**config.mk**
```make
export PLATFORM = sky130hd
export DESIGN_NAME = ysyx_23060187_multicycle_ctrl
export DESIGN_NICKNAME = d
export VERILOG_FILES = /design/src/rtl/ysyx_23060187_multicycle_ctrl.sv
export SDC_FILE = /design/constraint.sdc
export NUM_CORES = 1
export LEC_CHECK = 0
export CAP_MARGIN = 40
export CORE_ASPECT_RATIO = 1.25
export CORE_MARGIN = 10
export CORE_UTILIZATION = 40
export CTS_CLUSTER_DIAMETER = 100
export DETAILED_ROUTE_END_ITERATION = 8
export HOLD_SLACK_MARGIN = 0.03
export PLACE_DENSITY = 0.78
export SLEW_MARGIN = 25
export SYNTH_ARGS = -nofsm -noshare
export SYNTH_HDL_FRONTEND = slang
export SYNTH_SLANG_ARGS = --single-unit
```
**constraint.sdc**
```tcl
create_clock -name clk -period 2.75 [get_ports clk]
set_input_delay 0.275 -clock clk [delete_from_list [all_inputs] [get_ports clk]]
set_output_delay 0.275 -clock clk [all_outputs]
set_load 0.05 [all_outputs]
```
**src/rtl/ysyx_23060187_multicycle_ctrl.sv**
```systemverilog
// Multi-cycle sequencer: fetch/exec/mem/wb handshakes,
// per-class enable gating, sticky halt on ebreak/illegal/timeout.
module ysyx_23060187_multicycle_ctrl #(
  parameter int TIMEOUT = 255,
  parameter int CNT_W   = 8
) (
  input  logic        clk,
  input  logic        rst,
  input  logic [6:0]  opcode,
  input  logic        is_ebreak,
  output logic        imem_req_valid,
  input  logic        imem_req_ready,
  input  logic        imem_resp_valid,
  output logic        dmem_req_valid,
  output logic        dmem_req_wr,
  input  logic        dmem_req_ready,
  input  logic        dmem_resp_valid,
  output logic        inst_we,
  output logic        rf_we,
  output logic        pc_we,
  output logic        halt,
  output logic        err_illegal,
  output logic        err_timeout,
  output logic [31:0] instret
);

  typedef enum logic [2:0] {
    S_IDLE,
    S_FETCH,
    S_WAIT_I,
    S_EXEC,
    S_MEM,
    S_WAIT_D,
    S_WB,
    S_HALT
  } state_t;

  typedef enum logic [1:0] {
    C_ALU,
    C_BRANCH,
    C_LOAD,
    C_STORE
  } cls_t;

  localparam logic [CNT_W-1:0] TMO_LAST =
    CNT_W'(TIMEOUT - 1);

  state_t           r_state;
  state_t           w_next;
  cls_t             r_cls;
  cls_t             w_cls;
  logic [CNT_W-1:0] r_cnt;
  logic [CNT_W-1:0] w_cnt;
  logic             r_err_ill;
  logic             r_err_to;
  logic [31:0]      r_instret;
  logic             w_set_ill;
  logic             w_set_to;

  logic w_ld;
  logic w_st;
  logic w_br;
  logic w_alu;
  logic w_ebrk;

  assign w_ld   = (opcode == 7'b0000011);
  assign w_st   = (opcode == 7'b0100011);
  assign w_br   = (opcode == 7'b1100011);
  assign w_ebrk = (opcode == 7'b1110011)
                & is_ebreak;
  assign w_alu  = (opcode == 7'b0110111)
                | (opcode == 7'b0010111)
                | (opcode == 7'b1101111)
                | (opcode == 7'b1100111)
                | (opcode == 7'b0010011)
                | (opcode == 7'b0110011);

  always_comb begin
    w_next    = r_state;
    w_cls     = r_cls;
    w_cnt     = r_cnt;
    w_set_ill = 1'b0;
    w_set_to  = 1'b0;
    unique case (r_state)
      S_IDLE: w_next = S_FETCH;
      S_FETCH: begin
        if (imem_req_ready) begin
          w_next = S_WAIT_I;
          w_cnt  = '0;
        end
      end
      S_WAIT_I: begin
        // a response in the final cycle still wins
        if (imem_resp_valid) begin
          w_next = S_EXEC;
        end else if (r_cnt == TMO_LAST) begin
          w_next   = S_HALT;
          w_set_to = 1'b1;
        end else begin
          w_cnt = r_cnt + CNT_W'(1);
        end
      end
      S_EXEC: begin
        unique case (1'b1)
          w_ld: begin
            w_next = S_MEM;
            w_cls  = C_LOAD;
          end
          w_st: begin
            w_next = S_MEM;
            w_cls  = C_STORE;
          end
          w_br: begin
            w_next = S_WB;
            w_cls  = C_BRANCH;
          end
          w_alu: begin
            w_next = S_WB;
            w_cls  = C_ALU;
          end
          w_ebrk: w_next = S_HALT;
          default: begin
            w_next    = S_HALT;
            w_set_ill = 1'b1;
          end
        endcase
      end
      S_MEM: begin
        if (dmem_req_ready) begin
          w_next = S_WAIT_D;
          w_cnt  = '0;
        end
      end
      S_WAIT_D: begin
        if (dmem_resp_valid) begin
          w_next = S_WB;
        end else if (r_cnt == TMO_LAST) begin
          w_next   = S_HALT;
          w_set_to = 1'b1;
        end else begin
          w_cnt = r_cnt + CNT_W'(1);
        end
      end
      S_WB:    w_next = S_FETCH;
      S_HALT:  w_next = S_HALT;
      default: w_next = S_HALT;
    endcase
  end

  always_ff @(posedge clk or negedge rst) begin
    if (!rst) begin
      r_state   <= S_IDLE;
      r_cls     <= C_ALU;
      r_cnt     <= '0;
      r_err_ill <= 1'b0;
      r_err_to  <= 1'b0;
      r_instret <= '0;
    end else begin
      r_state <= w_next;
      r_cls   <= w_cls;
      r_cnt   <= w_cnt;
      if (w_set_ill) r_err_ill <= 1'b1;
      if (w_set_to)  r_err_to  <= 1'b1;
      if (r_state == S_WB) begin
        r_instret <= r_instret + 32'd1;
      end
    end
  end

  assign imem_req_valid = (r_state == S_FETCH);
  assign dmem_req_valid = (r_state == S_MEM);
  assign dmem_req_wr    = (r_state == S_MEM)
                        & (r_cls == C_STORE);
  assign inst_we        = (r_state == S_WAIT_I)
                        & imem_resp_valid;
  assign pc_we          = (r_state == S_WB);
  assign rf_we          = (r_state == S_WB)
                        & (r_cls != C_STORE)
                        & (r_cls != C_BRANCH);
  assign halt           = (r_state == S_HALT);
  assign err_illegal    = r_err_ill;
  assign err_timeout    = r_err_to;
  assign instret        = r_instret;

endmodule

```
==> results.sh <==
export IMPL_status="complete, no violations"
export IMPL_final_cell_area_mm2=0.00319
export IMPL_synth_async_reset_ratio=1.00
export IMPL_worst_slack_ps=194
export IMPL_grt_util_all_layers=0.107
export IMPL_initial_core_util=0.417
export IMPL_power_total_uw=2310
export IMPL_crit_fanout=15
export IMPL_drt_initial_drc_count=54
export IMPL_clkPwrFrac=0.221
export IMPL_die_y_um=107
export IMPL_place_congestion=0.778
export IMPL_period_share=0.929
export IMPL_synth_net_count=257
export IMPL_diodes=0
export IMPL_fmax_mhz=391
export IMPL_clk_latency_ps=290
export IMPL_io_buffers=54
export IMPL_wl_met1_um=2330
export IMPL_critical_path_class="reg -> out"
export IMPL_clk_pin_slew_ps=80
export IMPL_postPlaceCellArea_mm2=0.00306
export IMPL_grt_pass1_wl_um=8780
export IMPL_worst_pin_slew_ps=633
export IMPL_worst_setup_path_end_kind="primary output"
export IMPL_peakVddDrop_mv=0.391
export IMPL_ant_nets=0
export IMPL_finalSetupViolCount=0
export IMPL_htreeDepth=2
export IMPL_drv_slew=0
export IMPL_post_dp_hpwl_um=3890
export IMPL_cellPowerDensity_mw_per_mm2=723
export IMPL_drive_gt1_frac=0.0702
export IMPL_route_met2_wl_um=2460
export IMPL_mostFrequentLayoutCell="clkdlybuf4s50_1"
export IMPL_avgRoutedWirePerCell_um=13.5
export IMPL_synth_edf_count=0
export IMPL_worstPathCellList="and3b_1 > nor2b_1 > clkdlybuf4s50_1"
export IMPL_skew_ps=3.91
export IMPL_firstDrtPassIters=4
export IMPL_synth_area_mm2=0.00244
export IMPL_cap_violations=0
export IMPL_synth_top_area_frac=0.481
export IMPL_clock_sinks=47
export IMPL_hold_viol=0
export IMPL_antenna_found_initial=0
export IMPL_p_leak_uw=0.00130
export IMPL_worst_hold_path_type="reg -> reg"
export IMPL_rows=31
export IMPL_p_comb_frac=0.376
export IMPL_grt_max_degree=48
export IMPL_yosys_cell_types_count=46
export IMPL_relSlewSlack=0.576
export IMPL_slowest_delay_ps=810
export IMPL_wl_met3_um=311
export IMPL_p_int_uw=1410
export IMPL_yosys_area_top_type="dfrtp_1"
export IMPL_switchingPower_uw=898
export IMPL_dr_total_vias=1951
export IMPL_power_frac_seq=0.402
export IMPL_highest_layer="met4"
export IMPL_core_area_mm2=0.00586
export IMPL_regArea_mm2=0.00118
export IMPL_clk_path_buf_depth=2
export IMPL_fin_nets=315
export IMPL_p_sw_frac=0.389
export IMPL_ios=55
export IMPL_yosys_warnings=0
export IMPL_syn_area_per_cell_um2=10.2
export IMPL_arrival_ps=2280
export IMPL_die_area_mm2=0.00966
export IMPL_grt_pass1_vias=1942
export IMPL_cp_start_kind="flip-flop"
export IMPL_fin_crit_ps=2560
export IMPL_final_cell_mix="53 x clkdlybuf4s50_1, 46 x dfrtp_1, 27 x xnor2_1"
export IMPL_crit_slowest_cell="clkdlybuf4s50_1"
export IMPL_required_ps=2480
export IMPL_synth_main_ff_cell="dfrtp_1"
export IMPL_grt_overflow=0
export IMPL_drc=0
export IMPL_die_w_um=89.9
export IMPL_multi_input_area_mm2=0.00121
export IMPL_cts_tree="done"
export IMPL_syn2layout_area_growth_pct=30.6
export IMPL_syn_inst=240
export IMPL_nFillCells=520
export IMPL_ys_top_cells_by_area="dfrtp_1 48%, xnor2_1 9.7%, nand4_1 3.6%"
export IMPL_fin_setup_tns_ps=0
export IMPL_root_buffer="clkbuf_8"
export IMPL_pre_cts_ws_ps=401
export IMPL_rsz0062_at_grt="no"
export IMPL_wirelength_um=5150
export IMPL_synth_seq_area_share=0.481
export IMPL_ys_ff_latch=47
export IMPL_cts_buffers=5
export IMPL_vias_per_cell=5.12
[cell usage after synthesis (4+ instances only)]
cell type / number
dfrtp_1: 47
xnor2_1: 27
nand2_1: 23
nor2_1: 19
nand4_1: 14
nand3_1: 13
nor2b_1: 8
a21oi_1: 7
xor2_1: 6
and3_1: 5
nor3_1: 5
or4_1: 5
inv_1: 4
o31ai_1: 4
[routing by layer]
metal / up-vias / global-route usage
met5: - / 0
met4: 0 / 0.0330
met3: 4 / 0.0412
met2: 46 / 0.189
met1: 930 / 0.115
li1: 971 / -
[power by group through the flow]
stage	clock [uW]	combinational (uW)	sequential [uW]
6_report	510	869	929
5_1_grt	565	946	949
4_1_cts	538	881	929
3_5_place_dp	0	877	944
3_3_place_gp	0	865	933
2_1_floorplan	0	586	973
[worst max-delay path: cells and delay by family, from the launching register on]
family	cells	cell delay, ps
flops	1	560
simple gates	2	620
buf+inv	1	810
[cell type report]
cell class / count / share of cell area
multi-input combinational: 181 / 0.379
sequential: 47 / 0.369
timing repair buffer: 57 / 0.176
tap: 82 / 0.0321
clock buffer: 6 / 0.0259
clock inverter: 2 / 0.0110
inverter: 6 / 0.00705
[worst paths after layout]
| path | start | to | slack [ps] | depth (start not counted) |
|---|---|---|---|---|
| max | r_state[0] | rf_we | 190 | 3 |
| min | err_illegal | err_illegal | 470 | 1 |
| max reg2reg | r_state[0] | r_cnt[7] | 430 | 7 |
| min reg2reg | err_illegal | err_illegal | 470 | 1 |
| max in group asynchronous | rst | r_state[2] | 1800 | 2 |
| min in group asynchronous | rst | instret[9] | 530 | 2 |
[sequential cells by signal, summed over array words and instances, names as in the netlist]
name and flops:
instret 32, r_cnt 8, r_state 3, err_illegal 1, r_cls 2, err_timeout 1
[metrics by stage]
step	hold slack, ps	utilization	instances
after detailed placement	325	0.523	372
after global placement	437	0.523	372
after global routing	480	0.545	381
after CTS	472	0.545	381
after floorplan	-20.6	-	240
final	466	0.545	381
[logic make-up (layout without fill, tap and decap cells)]
logic type	Yosys count	count (layout)	synth area share
AO/OA/AOI/OAI	30	30	0.0911
buffers and inverters	12	71	0.0241
multiplexers	5	5	0.0230
flip-flops	47	47	0.481
adder cells (fa/ha/maj)	3	3	0.0154
AND/OR/NAND/NOR	110	110	0.247
XOR/XNOR	33	33	0.118
[repair_timing]
action | 4_1_cts | 5_1_grt
endpoints found under the hold margin | 47 | 0
setup buffers | 0 | 0
hold buffers | 1 | 0
setup endpoints to repair | 0 | 1
gates resized for setup | 0 | 1
(Power assumes the default switching activity.)
